### src/rtl/truth_table_sweeper.sv
// Drives all eight {a,b,c} vectors into a 3-input boolean block, samples x after
// SETTLE cycles per vector, and compares the captured truth table against EXPECTED.
module truth_table_sweeper #(
   parameter logic [7:0]  EXPECTED = 8'h57,
   parameter int unsigned SETTLE   = 2
) (
   input  logic       clk,
   input  logic       rst,
   input  logic       start,
   input  logic       x_in,
   output logic       a_out,
   output logic       b_out,
   output logic       c_out,
   output logic       busy,
   output logic       done,
   output logic       pass,
   output logic [7:0] table_out,
   output logic [3:0] mismatch_cnt
);

   typedef enum logic [1:0] {
      S_IDLE,
      S_SETTLE,
      S_SAMPLE,
      S_DONE
   } state_t;

   localparam logic [3:0] SETTLE_LAST = 4'(SETTLE - 1);

   state_t     state_q, state_d;
   logic [2:0] idx_q, idx_d;
   logic [3:0] cnt_q, cnt_d;
   logic [7:0] table_q, table_d;
   logic [3:0] mism_q, mism_d;
   logic       pass_q, pass_d;

   always_ff @(posedge clk or posedge rst) begin
      if (rst) begin
         state_q <= S_IDLE;
         idx_q   <= '0;
         cnt_q   <= '0;
         table_q <= '0;
         mism_q  <= '0;
         pass_q  <= 1'b0;
      end else begin
         state_q <= state_d;
         idx_q   <= idx_d;
         cnt_q   <= cnt_d;
         table_q <= table_d;
         mism_q  <= mism_d;
         pass_q  <= pass_d;
      end
   end

   always_comb begin
      state_d = state_q;
      idx_d   = idx_q;
      cnt_d   = cnt_q;
      table_d = table_q;
      mism_d  = mism_q;
      pass_d  = pass_q;
      case (state_q)
         S_IDLE, S_DONE: begin
            if (start) begin
               state_d = S_SETTLE;
               idx_d   = '0;
               cnt_d   = '0;
               table_d = '0;
               mism_d  = '0;
               pass_d  = 1'b0;
            end
         end
         S_SETTLE: begin
            cnt_d = cnt_q + 4'd1;
            if (cnt_q == SETTLE_LAST) begin
               state_d = S_SAMPLE;
            end
         end
         S_SAMPLE: begin
            table_d[idx_q] = x_in;
            if (x_in != EXPECTED[idx_q]) begin
               mism_d = mism_q + 4'd1;
            end
            if (idx_q == 3'd7) begin
               state_d = S_DONE;
               // pass must include the final vector's comparison, so use mism_d
               pass_d  = (mism_d == 4'd0);
            end else begin
               state_d = S_SETTLE;
               idx_d   = idx_q + 3'd1;
               cnt_d   = '0;
            end
         end
         default: state_d = S_IDLE;
      endcase
   end

   assign busy                  = (state_q == S_SETTLE) || (state_q == S_SAMPLE);
   assign done                  = (state_q == S_DONE);
   assign pass                  = pass_q;
   assign {a_out, b_out, c_out} = busy ? idx_q : 3'b000;
   assign table_out             = table_q;
   assign mismatch_cnt          = mism_q;

endmodule

### config.mk
export PLATFORM = sky130hd
export DESIGN_NAME = truth_table_sweeper
export DESIGN_NICKNAME = d
export VERILOG_FILES = /design/src/rtl/truth_table_sweeper.sv
export SDC_FILE = /design/constraint.sdc
export NUM_CORES = 1
export LEC_CHECK = 0
export ABC_AREA = 0
export CAP_MARGIN = 20
export CELL_PAD_IN_SITES_DETAIL_PLACEMENT = 2
export CELL_PAD_IN_SITES_GLOBAL_PLACEMENT = 2
export CORE_AREA = 2 2 68 70
export DETAILED_ROUTE_END_ITERATION = 7
export DIE_AREA = 0 0 70 72
export GPL_ROUTABILITY_DRIVEN = 0
export PLACE_DENSITY = 0.82
export RECOVER_POWER = 100
export SLEW_MARGIN = 25
export SYNTH_ARGS = -nofsm -noshare
export SYNTH_HDL_FRONTEND = slang
export SYNTH_SLANG_ARGS = --single-unit
### constraint.sdc
create_clock -name clk -period 2.2 [get_ports clk]
set_input_delay 0.66 -clock clk [delete_from_list [all_inputs] [get_ports clk]]
set_output_delay 0.66 -clock clk [all_outputs]
set_load 0.005 [all_outputs]
# Word level (Yosys, flattened, before mapping)
# Memory sizes are Yosys's and may differ from the RTL's.
# Index checks and enable logic that the tools add are counted.
[totals] register_bits=22 mem_bits_ro=8 in_bits=4 out_inout_bits=18 word_cells=56 n_memories=1
[op_classes] n_addsub=3 n_lt_le_gt_ge=2 eq_ne=10 n_mux=23 reduce_logical=11
[mem_list] memory="(name not given)" words=8 width=1 rd=1 rd_clocked_by_memory_dff=0 wr=0 line="81" source="if (x_in != EXPECTED[idx_q]) begin"
[op_table] operator="two-way mux 4 bit" n=4
[op_table] operator="case mux 8 bit (2 select lines)" n=1
[op_table] operator="case mux 4 bit (3 select lines)" n=1
[op_table] operator="two-way mux 3 bit" n=3
[op_table] operator="adder 4 x 1 -> 4 bit, second input constant" n=2
[op_table] operator="bitwise mux 8 bit" n=1
[op_table] operator="two-way mux 8 bit" n=1
[op_table] operator="!= test 2 bit, second input constant" n=4
[op_table] operator="case mux 4 bit (2 select lines)" n=1
[op_table] operator="two-way mux 2 bit" n=3
[op_table] operator="case mux 2 bit (3 select lines)" n=1
[op_table] operator="case mux 3 bit (2 select lines)" n=1
[op_table] operator="AND reduction 2 bit" n=3
[op_table] operator="AND reduction 3 bit" n=2
[op_table] operator="== test 2 bit, second input constant" n=2
[op_table] operator="== test 4 x 1 -> 1 bit, second input constant" n=1
[op_table] operator="logical NOT 4 bit" n=1
[op_table] operator="< comparator 3 x 4 -> 1 bit, second input constant" n=1
[op_table] operator="two-way mux 1 bit" n=4
[op_table] operator="adder 3 x 1 -> 3 bit, second input constant" n=1
[op_table] operator="demux 1 bit (select 3 bit)" n=1
[op_table] operator="== test 3 bit, second input constant" n=1
[op_table] operator=">= comparator 3 x 1 -> 1 bit, second input constant" n=1
[op_table] operator="== test 2 x 1 -> 1 bit, second input constant" n=1
[op_table] operator="7 further kinds" n=7

# Depth between registers and ports, before layout
[logic_depth] ltp_word=8 depth_mapped=8 ltp_nobuf=6

# Worst setup path after synthesis
# OpenSTA, ideal clock, no wires.
[synth_path] kind="reg2reg" startpoint="register state_q[0]" endpoint="register mism_q[2] (netlist: mismatch_cnt[2])" setup_time_ns=0.121 arrival_time_ns=1.671 t_required_ns=2.079 setup_slack_ns=0.408 stages_incl_launch_ff=9 path_buffers=2 period_less_slack_ns=1.792 cell_sequence="dfrtp_1 > inv_1 > ha_1 > buf_2 > nor2b_1 > clkbuf_1 > a21oi_1 > o21ai_1 > a22o_1"
[synth_via] elab_chain_cells=4 word_cells_on_any_way=8 classes_between="eq/ne: 3; mux: 1; reduce/logical: 4"
[synth_rtl] item="start: declaration" line="30" source="state_t state_q, state_d;"
[synth_rtl] item="start signal: assignment" line="46" source="state_q <= state_d;"
[synth_rtl] item="== test 2 bit or logical NOT 2 bit (tied branches)" line="62" source="case (state_q)"
[synth_rtl] item="OR reduction 2 bit" line="62"
[synth_rtl] item="!= test 2 bit (no line) or nonzero test 2 bit (tied branches)"
[synth_rtl] item="AND reduction 2 bit (no line)"
[synth_rtl] item="end signal: assignment" line="50" source="mism_q <= mism_d;"
[synth_rtl] item="end: declaration" line="34" source="logic [3:0] mism_q, mism_d;"
# Parallel ways exist; a longest one is shown, timed or not.
# A chain may end at the register's enable or synchronous reset.

# Worst setup path after layout
[layout_path] startpoint="register state_q[0]" endpoint="output done"
[layout_via] elab_chain_cells=1
[layout_rtl] item="== test 2 bit" line="99" source="assign done = (state_q == S_DONE);"
[layout_rtl] item="end: declaration" line="15" source="output logic done,"
# Every way passes these cells.

==> metrics.txt <==
outcome finished, final reports clean; antenna viol nets, final 0; Final TNS setup 0 ns; worst skew pair latency ~0.26 ns; pwr/cell area around 1000 nW/µm²; Placement Cell Area 1650 µm²; Slew Limit Fails 0; vias per cell between 5 and 6; die area just over 5000 µm²; Critical Path Sink Type primary output; Leakage Power between 0.7 and 0.8 nW; most frequent cell after synthesis o21ai_0; period utilisation layout roughly 95%; wire per inst approximately 17 µm; Slew headroom between 15 and 20%; core region area between 4000 and 5000 µm²; postcts setup bufs 0; worst-margin pin slew ~1.2 ns; total CTS buffers 3; WP data arrival 1.44 ns; first-pass GRT wire length 6.637 mm; I/O Pins 22; Synth area leaders dfrtp_1 (41%), o21ai_0 (8.6%), ha_1 (8.4%); overall routing resource usage between 15 and 20%; antenna cell count 0; library cells used by synthesis 34; fin crit period 2.096 ns; vias in the first global route about 1400; worst IR drop on VDD slightly below 0.4 mV; die height roughly 72 µm; final hold vios 0; final core area utilization between 30% and 40%; Root Buffer clkbuf_8; Post-synth top cells o21ai_0 (23), dfrtp_1 (22), inv_1 (11); Post-Layout Inst Area ~1700 µm²; fmax 0.4771 GHz; DIE WIDTH about 70 µm; initial antenna violation count 0; HPWL Detailed between 2 and 3 mm; max_cap viols 0; Post-CTS Hold Buffers 0; EDFF count, synth 0; register bit total from synthesis 22; DRT Pass-1 Iters 4; layout cells sized above 1 around 9%; largest net degree at the start of global routing 23; CTS max path bufs 2; detailed-route via count ~1200; Port Buf Inserts 21; synthesized cell area 1336 µm²; CP Launch Type flip-flop; YS warnings 0; global route total overflow 0; CP Class reg2out; Remaining DRCs 0; CTS Sinks 22; Crit Path Max Fanout 4; average size of a mapped cell approximately 9 µm²; syn nets ~160; Initial Utilization around a third; Mapped Cells 150; FP Rows 24; fin nets 191; WP data required roughly 1.5 ns; H-tree Lvls 1; CTS tree yes; 1st-iter DRT viols 50; Final Skew 0.007772 ns; Hold WC Path Type reg2reg; final WL 3.779 mm; Final setup viols 0; Reg2Reg Depth 5; clk slew on worst S/H paths around 0.09 ns; hold path depth 1; cell taking the most area after synthesis dfrtp_1; synth-to-layout area growth 27.43%; post-synthesis sequential area ratio about two fifths; Most used DFF post-synth dfrtp_1; RSZ-0062 raised after global routing no; hold_ws between 0.4 and 0.5 ns; final total power 0.001722 W; Async SR Flop Fraction 100.0%; Yosys top cell area share between 40% and 50%
[final cells by class]
class | count | area, µm²
fillers | 485 | 2561
multi-input cells | 109 | 720.7
flip-flops and latches | 22 | 550.5
repair buffers | 30 | 266.5
well taps | 52 | 65.06
clock buffers | 4 | 55.05
inverters | 12 | 45.04
[routing by layer]
metal	GRT usage, %	part of all wire, %	vias to the layer above
li1	-	-	585
met2	30.90	53	10
met3	2.500	1.7	2
met5	0	0	-
met4	3.846	0.56	0
met1	19.91	45	622
[report_power, final]
| part | leakage (nW) | total (W) | internal, W | switching, W |
|---|---|---|---|---|
| registers | 0.300 | 0.000565 | 0.000481 | 0.0000841 |
| clock network | 0.0288 | 0.000298 | 0.000160 | 0.000139 |
| logic | 0.452 | 0.000859 | 0.000364 | 0.000495 |
[cells in the final DEF, fill, tap and decap left out, drive strengths merged, types with 2 or more instances in the layout]
cell	synthesis	layout
nor2b	4	4
nand2b	5	5
o21ai	24	24
mux2i	6	6
nand3	6	6
clkbuf	4	6
a31oi	6	6
nor2	8	8
a22oi	3	3
nor4	2	2
nor3	3	3
ha	9	9
dfrtp	22	22
clkdlybuf4s50	0	3
o21a	5	5
dlygate4sd2	0	4
o22ai	2	2
o31ai	3	3
nand2	9	9
dlygate4sd3	0	14
a21oi	5	5
buf	3	7
inv	11	11
[worst paths after layout]
| check | start | slack (ns) | end |
|---|---|---|---|
| max | state_q[0]$_DFFE_PP0P_ | 0.10 | done |
| min | cnt_q[3]$_DFFE_PP0P_ | 0.49 | cnt_q[3]$_DFFE_PP0P_ |
| max reg2reg | idx_q[2]$_DFFE_PP0P_ | 0.19 | mismatch_cnt[2]$_DFFE_PP0P_ |
| min reg2reg | cnt_q[3]$_DFFE_PP0P_ | 0.49 | cnt_q[3]$_DFFE_PP0P_ |
| max in group asynchronous | rst | 0.23 | mismatch_cnt[2]$_DFFE_PP0P_ |
| min in group asynchronous | rst | 1.24 | idx_q[2]$_DFFE_PP0P_ |
[worst max-delay path, cell delays in order, from the launching register on]
cell	delay, ns
dfrtp_1	0.39
clkbuf_2	0.14
ha_1	0.20
clkdlybuf4s50_1	0.44
[what timing repair did]
action                                  in CTS  in global routing
hold endpoints to repair                     0                  0
gates resized for setup                      7                  0
endpoints found under the setup margin       4                  0
[kinds of logic (layout without fill, tap and decap cells)]
logic type	Yosys count	in the layout	synth area share, %
compound gates	52	52	23.22
mux	6	6	4.775
flops	22	22	41.20
buf+inv	19	46	5.524
xor+xnor	1	1	1.218
fa+ha+maj	9	9	8.427
simple gates	41	41	15.64
[flip-flops by register name (all words and copies together) (netlist names)]
name and count:
table_out 8, pass 1, mismatch_cnt 4, idx_q 3, cnt_q 4, state_q 2
[per-stage QoR]
| stage | cells | worst slack (ns) |
|---|---|---|
| after floorplan | 150 | 0.4083 |
| after global placement | 225 | 0.08193 |
| after detailed placement | 225 | 0.001748 |
| after CTS | 229 | 0.07789 |
| after global routing | 229 | 0.02663 |
| final | 229 | 0.1038 |
(Power assumes the default switching activity.)
